`src/rtl/seq_fixed_divider_pkg.sv`:
```
// Shared definitions for the sequential fixed-point divider: FSM encoding and default widths
// reused by the CPU top level.
package seq_fixed_divider_pkg;

  localparam int unsigned DefDividendW = 16;
  localparam int unsigned DefDivisorW  = 8;

  typedef enum logic [1:0] {
    StIdle = 2'd0,
    StDiv  = 2'd1,
    StFix  = 2'd2,
    StDone = 2'd3
  } state_e;

endpackage

```
`src/rtl/seq_fixed_divider_if.sv`:
```
// Start/Done handshake bundle between the ALU-side requester (master) and the divider (slave).
interface seq_fixed_divider_if
  import seq_fixed_divider_pkg::*;
#(
  parameter int unsigned DIVIDEND_W = DefDividendW,
  parameter int unsigned DIVISOR_W  = DefDivisorW
);

  logic                  start;
  logic                  is_signed;
  logic [DIVIDEND_W-1:0] dividend;
  logic [DIVISOR_W-1:0]  divisor;
  logic                  busy;
  logic                  done;
  logic [DIVIDEND_W-1:0] quotient;
  logic                  div_zero;

  modport master (
    output start, is_signed, dividend, divisor,
    input  busy, done, quotient, div_zero
  );

  modport slave (
    input  start, is_signed, dividend, divisor,
    output busy, done, quotient, div_zero
  );

endinterface

```
`src/rtl/seq_fixed_divider_div_step.sv`:
```
// One restoring-division iteration: shift the next dividend bit into the remainder and keep the
// trial difference when it does not underflow.
module seq_fixed_divider_div_step #(
  parameter int unsigned DIVISOR_W = 8
) (
  input  logic [DIVISOR_W-1:0] rem_in,
  input  logic                 bit_in,
  input  logic [DIVISOR_W-1:0] divisor,
  output logic [DIVISOR_W-1:0] rem_out,
  output logic                 q_bit
);

  logic [DIVISOR_W:0]   partial;
  logic [DIVISOR_W-1:0] diff;

  assign partial = {rem_in, bit_in};
  assign q_bit   = (partial >= {1'b0, divisor});
  // When the subtract succeeds the difference is below the divisor, so its top bit is always zero.
  assign diff    = DIVISOR_W'(partial - {1'b0, divisor});
  assign rem_out = q_bit ? diff : partial[DIVISOR_W-1:0];

endmodule

```
`src/rtl/seq_fixed_divider.sv`:
```
// Multi-cycle fixed-point divider: |dividend| / unsigned divisor, one quotient bit per cycle,
// then floor correction for negative signed dividends.
module seq_fixed_divider
  import seq_fixed_divider_pkg::*;
#(
  parameter int unsigned DIVIDEND_W = DefDividendW,
  parameter int unsigned DIVISOR_W  = DefDivisorW
) (
  input  logic               clk,
  input  logic               rst_n,
  seq_fixed_divider_if.slave bus
);

  localparam int unsigned           CntW     = $clog2(DIVIDEND_W + 1);
  localparam logic [CntW-1:0]       LastIter = CntW'(DIVIDEND_W - 1);
  localparam logic [DIVIDEND_W-1:0] MinNeg   = {1'b1, {(DIVIDEND_W - 1){1'b0}}};
  localparam logic [DIVIDEND_W-1:0] MaxPos   = ~MinNeg;

  state_e                state_q, state_d;
  logic [CntW-1:0]       cnt_q, cnt_d;
  logic [DIVIDEND_W-1:0] quo_q, quo_d;
  logic [DIVISOR_W-1:0]  rem_q, rem_d;
  logic [DIVISOR_W-1:0]  divisor_q, divisor_d;
  logic                  neg_q, neg_d;
  logic [DIVIDEND_W-1:0] quotient_q, quotient_d;
  logic                  div_zero_q, div_zero_d;

  logic                  start_neg;
  logic [DIVIDEND_W-1:0] start_mag;
  logic [DIVISOR_W-1:0]  step_rem;
  logic                  step_q;
  logic                  rem_nz;
  logic [DIVIDEND_W-1:0] fix_result;

  // Only signed mode with a set MSB needs correction, so the mode bit folds into one flag.
  assign start_neg = bus.is_signed & bus.dividend[DIVIDEND_W-1];
  assign start_mag = start_neg ? -bus.dividend : bus.dividend;

  seq_fixed_divider_div_step #(
    .DIVISOR_W(DIVISOR_W)
  ) u_div_step (
    .rem_in (rem_q),
    .bit_in (quo_q[DIVIDEND_W-1]),
    .divisor(divisor_q),
    .rem_out(step_rem),
    .q_bit  (step_q)
  );

  assign rem_nz     = |rem_q;
  assign fix_result = neg_q ? -(quo_q + DIVIDEND_W'(rem_nz)) : quo_q;

  always_comb begin
    state_d    = state_q;
    cnt_d      = cnt_q;
    quo_d      = quo_q;
    rem_d      = rem_q;
    divisor_d  = divisor_q;
    neg_d      = neg_q;
    quotient_d = quotient_q;
    div_zero_d = div_zero_q;
    unique case (state_q)
      StIdle: begin
        if (bus.start) begin
          neg_d     = start_neg;
          divisor_d = bus.divisor;
          quo_d     = start_mag;
          rem_d     = '0;
          cnt_d     = '0;
          if (bus.divisor == '0) begin
            state_d    = StDone;
            div_zero_d = 1'b1;
            if (!bus.is_signed) begin
              quotient_d = '1;
            end else begin
              quotient_d = start_neg ? MinNeg : MaxPos;
            end
          end else begin
            state_d = StDiv;
          end
        end
      end
      StDiv: begin
        quo_d = {quo_q[DIVIDEND_W-2:0], step_q};
        rem_d = step_rem;
        cnt_d = cnt_q + 1'b1;
        if (cnt_q == LastIter) begin
          state_d = StFix;
        end
      end
      StFix: begin
        quotient_d = fix_result;
        div_zero_d = 1'b0;
        state_d    = StDone;
      end
      StDone: begin
        state_d = StIdle;
      end
      default: begin
        state_d = StIdle;
      end
    endcase
  end

  always_ff @(posedge clk or negedge rst_n) begin
    if (!rst_n) begin
      state_q    <= StIdle;
      cnt_q      <= '0;
      quo_q      <= '0;
      rem_q      <= '0;
      divisor_q  <= '0;
      neg_q      <= 1'b0;
      quotient_q <= '0;
      div_zero_q <= 1'b0;
    end else begin
      state_q    <= state_d;
      cnt_q      <= cnt_d;
      quo_q      <= quo_d;
      rem_q      <= rem_d;
      divisor_q  <= divisor_d;
      neg_q      <= neg_d;
      quotient_q <= quotient_d;
      div_zero_q <= div_zero_d;
    end
  end

  assign bus.busy     = (state_q != StIdle);
  assign bus.done     = (state_q == StDone);
  assign bus.quotient = quotient_q;
  assign bus.div_zero = div_zero_q;

endmodule

```
`src/flat_wrapper.sv`:
```
// flat-port wrapper written by rule: the top's interface ports become plain ports
module seq_fixed_divider_flat import seq_fixed_divider_pkg::*;
#(
  parameter int unsigned DIVIDEND_W = DefDividendW,
  parameter int unsigned DIVISOR_W  = DefDivisorW
)
  (clk, rst_n, bus_start, bus_is_signed, bus_dividend, bus_divisor, bus_busy, bus_done, bus_quotient, bus_div_zero);
  seq_fixed_divider_if #(.DIVIDEND_W(DIVIDEND_W), .DIVISOR_W(DIVISOR_W)) bus_i ();
  input  logic clk;
  input  logic rst_n;
  input wire logic [$bits(bus_i.start)-1:0] bus_start;
  input wire logic [$bits(bus_i.is_signed)-1:0] bus_is_signed;
  input wire logic [$bits(bus_i.dividend)-1:0] bus_dividend;
  input wire logic [$bits(bus_i.divisor)-1:0] bus_divisor;
  output wire logic [$bits(bus_i.busy)-1:0] bus_busy;
  output wire logic [$bits(bus_i.done)-1:0] bus_done;
  output wire logic [$bits(bus_i.quotient)-1:0] bus_quotient;
  output wire logic [$bits(bus_i.div_zero)-1:0] bus_div_zero;
  assign bus_i.start = bus_start;
  assign bus_i.is_signed = bus_is_signed;
  assign bus_i.dividend = bus_dividend;
  assign bus_i.divisor = bus_divisor;
  assign bus_busy = bus_i.busy;
  assign bus_done = bus_i.done;
  assign bus_quotient = bus_i.quotient;
  assign bus_div_zero = bus_i.div_zero;
  seq_fixed_divider #(.DIVIDEND_W(DIVIDEND_W), .DIVISOR_W(DIVISOR_W)) u_core (.clk(clk), .rst_n(rst_n), .bus(bus_i));
endmodule
```
`config.mk`:
```
export PLATFORM = sky130hd
export DESIGN_NAME = seq_fixed_divider_flat
export DESIGN_NICKNAME = d
export VERILOG_FILES = /design/src/rtl/seq_fixed_divider_pkg.sv /design/src/rtl/seq_fixed_divider_if.sv /design/src/rtl/seq_fixed_divider_div_step.sv /design/src/rtl/seq_fixed_divider.sv /design/src/flat_wrapper.sv
export SDC_FILE = /design/constraint.sdc
export NUM_CORES = 1
export LEC_CHECK = 0
export CORE_MARGIN = 3
export CORE_UTILIZATION = 52
export DETAILED_ROUTE_END_ITERATION = 16
export PLACE_DENSITY = 0.85
export SYNTH_ARGS = -nofsm -noshare
export SYNTH_HDL_FRONTEND = slang
export SYNTH_SLANG_ARGS = --single-unit
```
`constraint.sdc`:
```
create_clock -name clk -period 2.56 [get_ports clk]
set_input_delay 0.64 -clock clk [delete_from_list [all_inputs] [get_ports clk]]
set_output_delay 0.64 -clock clk [all_outputs]
set_load 0.01 [all_outputs]
```
==> results of run 1 <==
[layout make-up]
| cell class | count | area [sq um] |
|---|---|---|
| multi-input cells | 386 | 2690 |
| fillers | 591 | 2440 |
| flip-flops and latches | 57 | 1430 |
| repair buffers | 86 | 792 |
| clock buffers | 14 | 173 |
| inverters | 34 | 128 |
| well taps | 102 | 128 |
| clock inverters | 2 | 35.0 |
[power by group through the flow]
stage,registers [mW],logic (mW),clock network (mW)
finish,1.69,5.44,0.883
global route,1.74,5.96,0.929
CTS,1.68,4.94,0.892
detailed placement,1.69,4.87,0
global placement,1.65,4.68,0
floorplan,1.64,3.42,0
[path summary, 6_finish.rpt]
kind	endpoint	depth (start not counted)	slack, ps	from
max	u_core.bus.quotient[7]	14	-180	u_core.rem_q[3]
min	u_core.bus.quotient[9]	1	310	rst_n
max reg2reg	u_core.bus.quotient[7]	14	-180	u_core.rem_q[3]
min reg2reg	u_core.bus.quotient[4]	1	510	u_core.bus.quotient[4]
max in group asynchronous	u_core.quo_q[15]	2	1670	rst_n
min in group clk	u_core.bus.quotient[4]	1	510	u_core.bus.quotient[4]
[synthesized netlist by cell type (all sizes together), types with 3 or more instances]
cell    number  area (sq um)
o21ai       58           290
dfrtp       57          1430
nand2       50           188
nor2        44           165
a21oi       42           233
inv         34           128
ha          32           400
xnor2       16           140
clkbuf      15          56.3
mux2        10           113
mux2i       10           100
nand3       10          60.1
a31oi        9          56.3
nor3         9          50.1
xor2         9          78.8
nand2b       8          50.1
buf          7          35.0
nor2b        6          37.5
nor4         6          65.1
o31ai        6          50.1
a211oi       5          42.5
a21o         5          37.5
o21a         4          30.0
or3          4          25.0
a22o         3          26.3
nand4        3          18.8
o211ai       3          27.5
[flip-flops by register name, summed over array words and instances, names as in the netlist]
register,flops
u_core.divisor_q,8
u_core.quo_q,16
u_core.rem_q,8
u_core.bus.div_zero,1
u_core.bus.quotient,16
u_core.state_q,2
u_core.neg_q,1
u_core.cnt_q,5
[timing repair]
| item | CTS | global route |
|---|---|---|
| pin swaps | 10 | 13 |
| setup buffers | 0 | 8 |
| hold buffers | 0 | 0 |
| gates resized for setup | 3 | 14 |
| endpoints found under the setup margin | 6 | 10 |
[metrics by stage]
step,instances,TNS (ps)
floorplan,499,-88.7
detailed placement,657,-392
finish,681,-627
global route,681,-1670
CTS,673,-179
global placement,657,-250
[per-layer routing]
| layer | part of all wire | up-vias | wire, um |
|---|---|---|---|
| li1 | - | 1930 | - |
| met1 | 0.43 | 1902 | 4910 |
| met2 | 0.47 | 191 | 5310 |
| met3 | 0.077 | 29 | 871 |
| met4 | 0.024 | 0 | 274 |
| met5 | 0 | - | 0 |
[cells by family after synthesis]
group	count (synthesis)	share of synthesized area
and+or+nand+nor	149	0.170
buffers and inverters	56	0.0517
DFF	57	0.336
muxes	20	0.0502
AOI/OAI and AO/OA	159	0.241
adders and majority gates	33	0.0992
xor gates and xnor gates	25	0.0517
[worst max-delay path: stages, from the launching register on]
cell     delay (ps)
dfrtp_1         380
or4_1           540
nor2_1          120
ha_2            200
ha_4            140
inv_2            40
ha_4            140
or2_4           240
a21oi_4         170
buf_6           120
buf_6            80
o21a_1          120
nor2_2           40
xnor2_1         130
a21o_1          170
==> results.yml, run 1 <==
sta:
  final-setup-viol-count: 6
  slew_violations: 0
  worst_pin_slew_ps: 754
  fmax_mhz: 364
  grt_setup_unrepaired: "yes"
  hold_violations: 0
  worst_slack_ps: -184
  timing.slew.headroom: 0.497
  skew_ps: 7.20
  whs_ps: 312
  min_period_ps: 2740
  period_share: 1.07
final_layout:
  layout_common_cells: "57 x dfrtp_1, 50 x nand2_1, 45 x clkdlybuf4s50_1"
  area_growth_pct: 26.7
  num-nets-final: 635
  drive_gt1_frac: 0.164
  layout_commonest_cell: "dfrtp_1"
  fin_util: 0.688
  fin_area_sq_um: 5370
  diodes: 0
clock_tree:
  ctsLongestPathBuffers: 2
  clockRootBuffer: "clkbuf_8"
  clock_latency_ps: 340
  h-tree-depth: 3
  clkTransAtPathRegs_ps: 60
  cts_buffers: 9
  cts_tree: "built"
  cts_sinks: 57
yosys:
  synth_nets: 560
  ys.flop_type: "dfrtp_1"
  synth_area_sq_um: 4240
  synth-seq-area-share: 0.336
  synth.distinct_cells: 65
  synth_seq_cells: 57
  async_flop_share: 1.00
  yosysWarnings: 0
  synth_edf_count: 0
  synth.avg_cell_area_sq_um: 8.50
  synth_cells: 499
pwr:
  power_density_nw_per_um2: 1490
  leakage_nw: 2.35
  sw_frac_of_total: 0.460
  p_comb_frac: 0.679
  power.total_mw: 8.01
  p_switching_mw: 3.68
  power.internal_mw: 4.32
  vdd_drop_max_v: 0.000543
  seqPwrFrac: 0.211
  clkPwrFrac: 0.110
grt:
  grt_util_met3: 0.0438
  grt_usage: 0.257
  busiest_layer: "met2"
  grt_pass1_vias: 3892
  grt_antenna_before_repair: 0
  use_met2: 0.408
  grt_util_met1: 0.353
  overflow: 0
  grt_pass1_wl_mm: 18.5
  grt_max_degree: 33
place:
  placed_cell_area_sq_um: 5020
  place_ws_ps: -199
  gp_congestion: 0.932
  numPortBuffers: 46
  dp_hpwl_mm: 8.50
die:
  placeableCoreArea_sq_um: 7810
  die_x_um: 96.3
  row_count: 32
  dieArea_sq_um: 9270
  start_util: 0.543
  die_y_um: 96.3
  pin_count: 47
critical_path:
  start_kind: "flop"
  cp.arrival_ps: 2970
  setup.worst_path.end_class: "flop"
  worstPathRequired_ps: 2790
  worstSetupPathType: "flop to flop"
  path_max_fanout: 3
status:
  status: "finished, violations left"
  violations: "setup timing"
detailed_routing:
  first_pass_iters: 5
  totalWireLength_mm: 11.4
  routed_via_density: 5.95
  wire_per_inst_um: 16.7
  drt_iter0_drc: 313
  drc_errors: 0
  vias: 4052
  final_antenna_net_count: 0
job:
  max_cap_viol_count: 0
hold_path:
  hold_path_class: "primary input to async pin"
(Power assumes the default switching activity.)
==> run 2, diff against run 1 <==
CAP_MARGIN = 20   (was not set)
CTS_CLUSTER_SIZE = 10   (was not set)
==> results of run 2 <==
No change in the layout: final DEF, timing and power equal those of run 1.
==> run 3, diff against run 2 <==
CORE_UTILIZATION = 60   (was 52)
clock period = 3.3 ns   (was 2.56 ns; I/O delays follow)
==> results.yml, run 3 (synthesized netlist as in run 1, its figures left out) <==
hold_path:
  hold_path_class: "flop to flop"
sta:
  skew_ps: 8.37
  worst_pin_slew_ps: 1010
  fmax_mhz: 336
  timing.slew.headroom: 0.328
  period_share: 0.902
  tns_ps: 0
  final-setup-viol-count: 0
  slew_violations: 0
  hold_violations: 0
  worst_slack_ps: 325
  min_period_ps: 2980
  grt_setup_unrepaired: "no"
status:
  status: "complete, no violations"
final_layout:
  drive_gt1_frac: 0.0917
  area_growth_pct: 17.3
  num-nets-final: 602
  diodes: 0
  layout_commonest_cell: "dfrtp_1"
  fillCellCount: 536
  layout_common_cells: "57 x dfrtp_1, 50 x nand2_1, 45 x clkdlybuf4s50_1"
detailed_routing:
  totalWireLength_mm: 10.2
  routed_via_density: 6.11
  first_pass_iters: 5
  final_antenna_net_count: 0
  drt_iter0_drc: 310
  drc_errors: 0
  vias: 3915
  wire_per_inst_um: 15.9
pwr:
  power_density_nw_per_um2: 1110
  leakage_nw: 2.15
  vdd_drop_max_v: 0.000395
clock_tree:
  post_cts_resized: 0
  post_cts_buffers: 0
  h-tree-depth: 3
  clockRootBuffer: "clkbuf_8"
  cts_tree: "built"
  clkTransAtPathRegs_ps: 70
  clock_latency_ps: 330
  ctsLongestPathBuffers: 2
  cts_buffers: 9
  hold_buffers: 0
  cts_sinks: 57
place:
  numPortBuffers: 46
  gp_congestion: 0.913
  dp_hpwl_mm: 7.71
  place_ws_ps: 353
critical_path:
  worstPathRequired_ps: 3460
  worstSetupPathType: "flop to flop"
  setup.worst_path.end_class: "flop"
  cp.arrival_ps: 3130
  start_kind: "flop"
  path_max_fanout: 4
die:
  pin_count: 47
  placeableCoreArea_sq_um: 6830
  die_y_um: 90.1
  start_util: 0.621
  dieArea_sq_um: 8110
  row_count: 30
  die_x_um: 90.1
job:
  max_cap_viol_count: 0
grt:
  use_met2: 0.383
  grt_antenna_before_repair: 0
  grt_usage: 0.255
  overflow: 0
  grt_max_degree: 33
  grt_util_met1: 0.375
  grt_pass1_wl_mm: 17.2
  grt_pass1_vias: 3663
  busiest_layer: "met2"
  grt_util_met3: 0.0385
==> run 3: critical path, stage by stage, from the launching register on <==
cell,delay [ps]
dfrtp_1,410
or4_1,520
nor2_1,140
ha_1,160
ha_1,180
inv_1,50
ha_1,190
or2_1,280
a21oi_4,190
o2111ai_2,170
a31oi_1,230
xnor2_1,140
a41oi_1,130
==> run 3: through the flow <==
| stage | cell area (sq um) | total power, mW | cells | utilization | hold slack, ps |
|---|---|---|---|---|---|
| 6_report | 4970 | 5.52 | 641 | 0.728 | 483 |
| 5_1_grt | 4970 | 5.99 | 641 | 0.728 | 525 |
| 4_1_cts | 4970 | 5.47 | 641 | 0.728 | 486 |
| 3_5_place_dp | 4790 | 4.84 | 626 | 0.701 | 473 |
| 3_3_place_gp | 4790 | 4.70 | 626 | 0.701 | 463 |
| 2_1_floorplan | 4240 | 3.89 | 499 | - | 450 |
==> run 3: worst paths after layout <==
path,startpoint,endpoint,slack [ps],depth (start not counted)
max,u_core.rem_q[4],u_core.bus.quotient[15],320,12
min,u_core.cnt_q[4],u_core.cnt_q[4],480,2
max reg2reg,u_core.rem_q[4],u_core.bus.quotient[15],320,12
min reg2reg,u_core.cnt_q[4],u_core.cnt_q[4],480,2
max in group asynchronous,rst_n,u_core.cnt_q[2],2200,2
min in group asynchronous,rst_n,u_core.bus.quotient[14],510,1
==> run 3: metal layers <==
metal	up-vias	share of wire
li1	1869	-
met1	1836	0.46
met2	185	0.44
met3	25	0.072
met4	0	0.025
met5	-	0
==> run 3: power breakdown <==
part           switching [mW]  internal (mW)
clock network           0.270          0.326
logic                    2.04           1.55
registers               0.321           1.02
==> run 3: final cells by class <==
| type | instances | area (sq um) | area share |
|---|---|---|---|
| multi-input cells | 386 | 2600 | 0.522 |
| repair buffers | 53 | 520 | 0.105 |
| well taps | 96 | 120 | 0.0242 |
| inverters | 34 | 128 | 0.0257 |
| clock buffers | 12 | 165 | 0.0332 |
| clock inverters | 3 | 15.0 | 0.00302 |
| flip-flops and latches | 57 | 1430 | 0.287 |
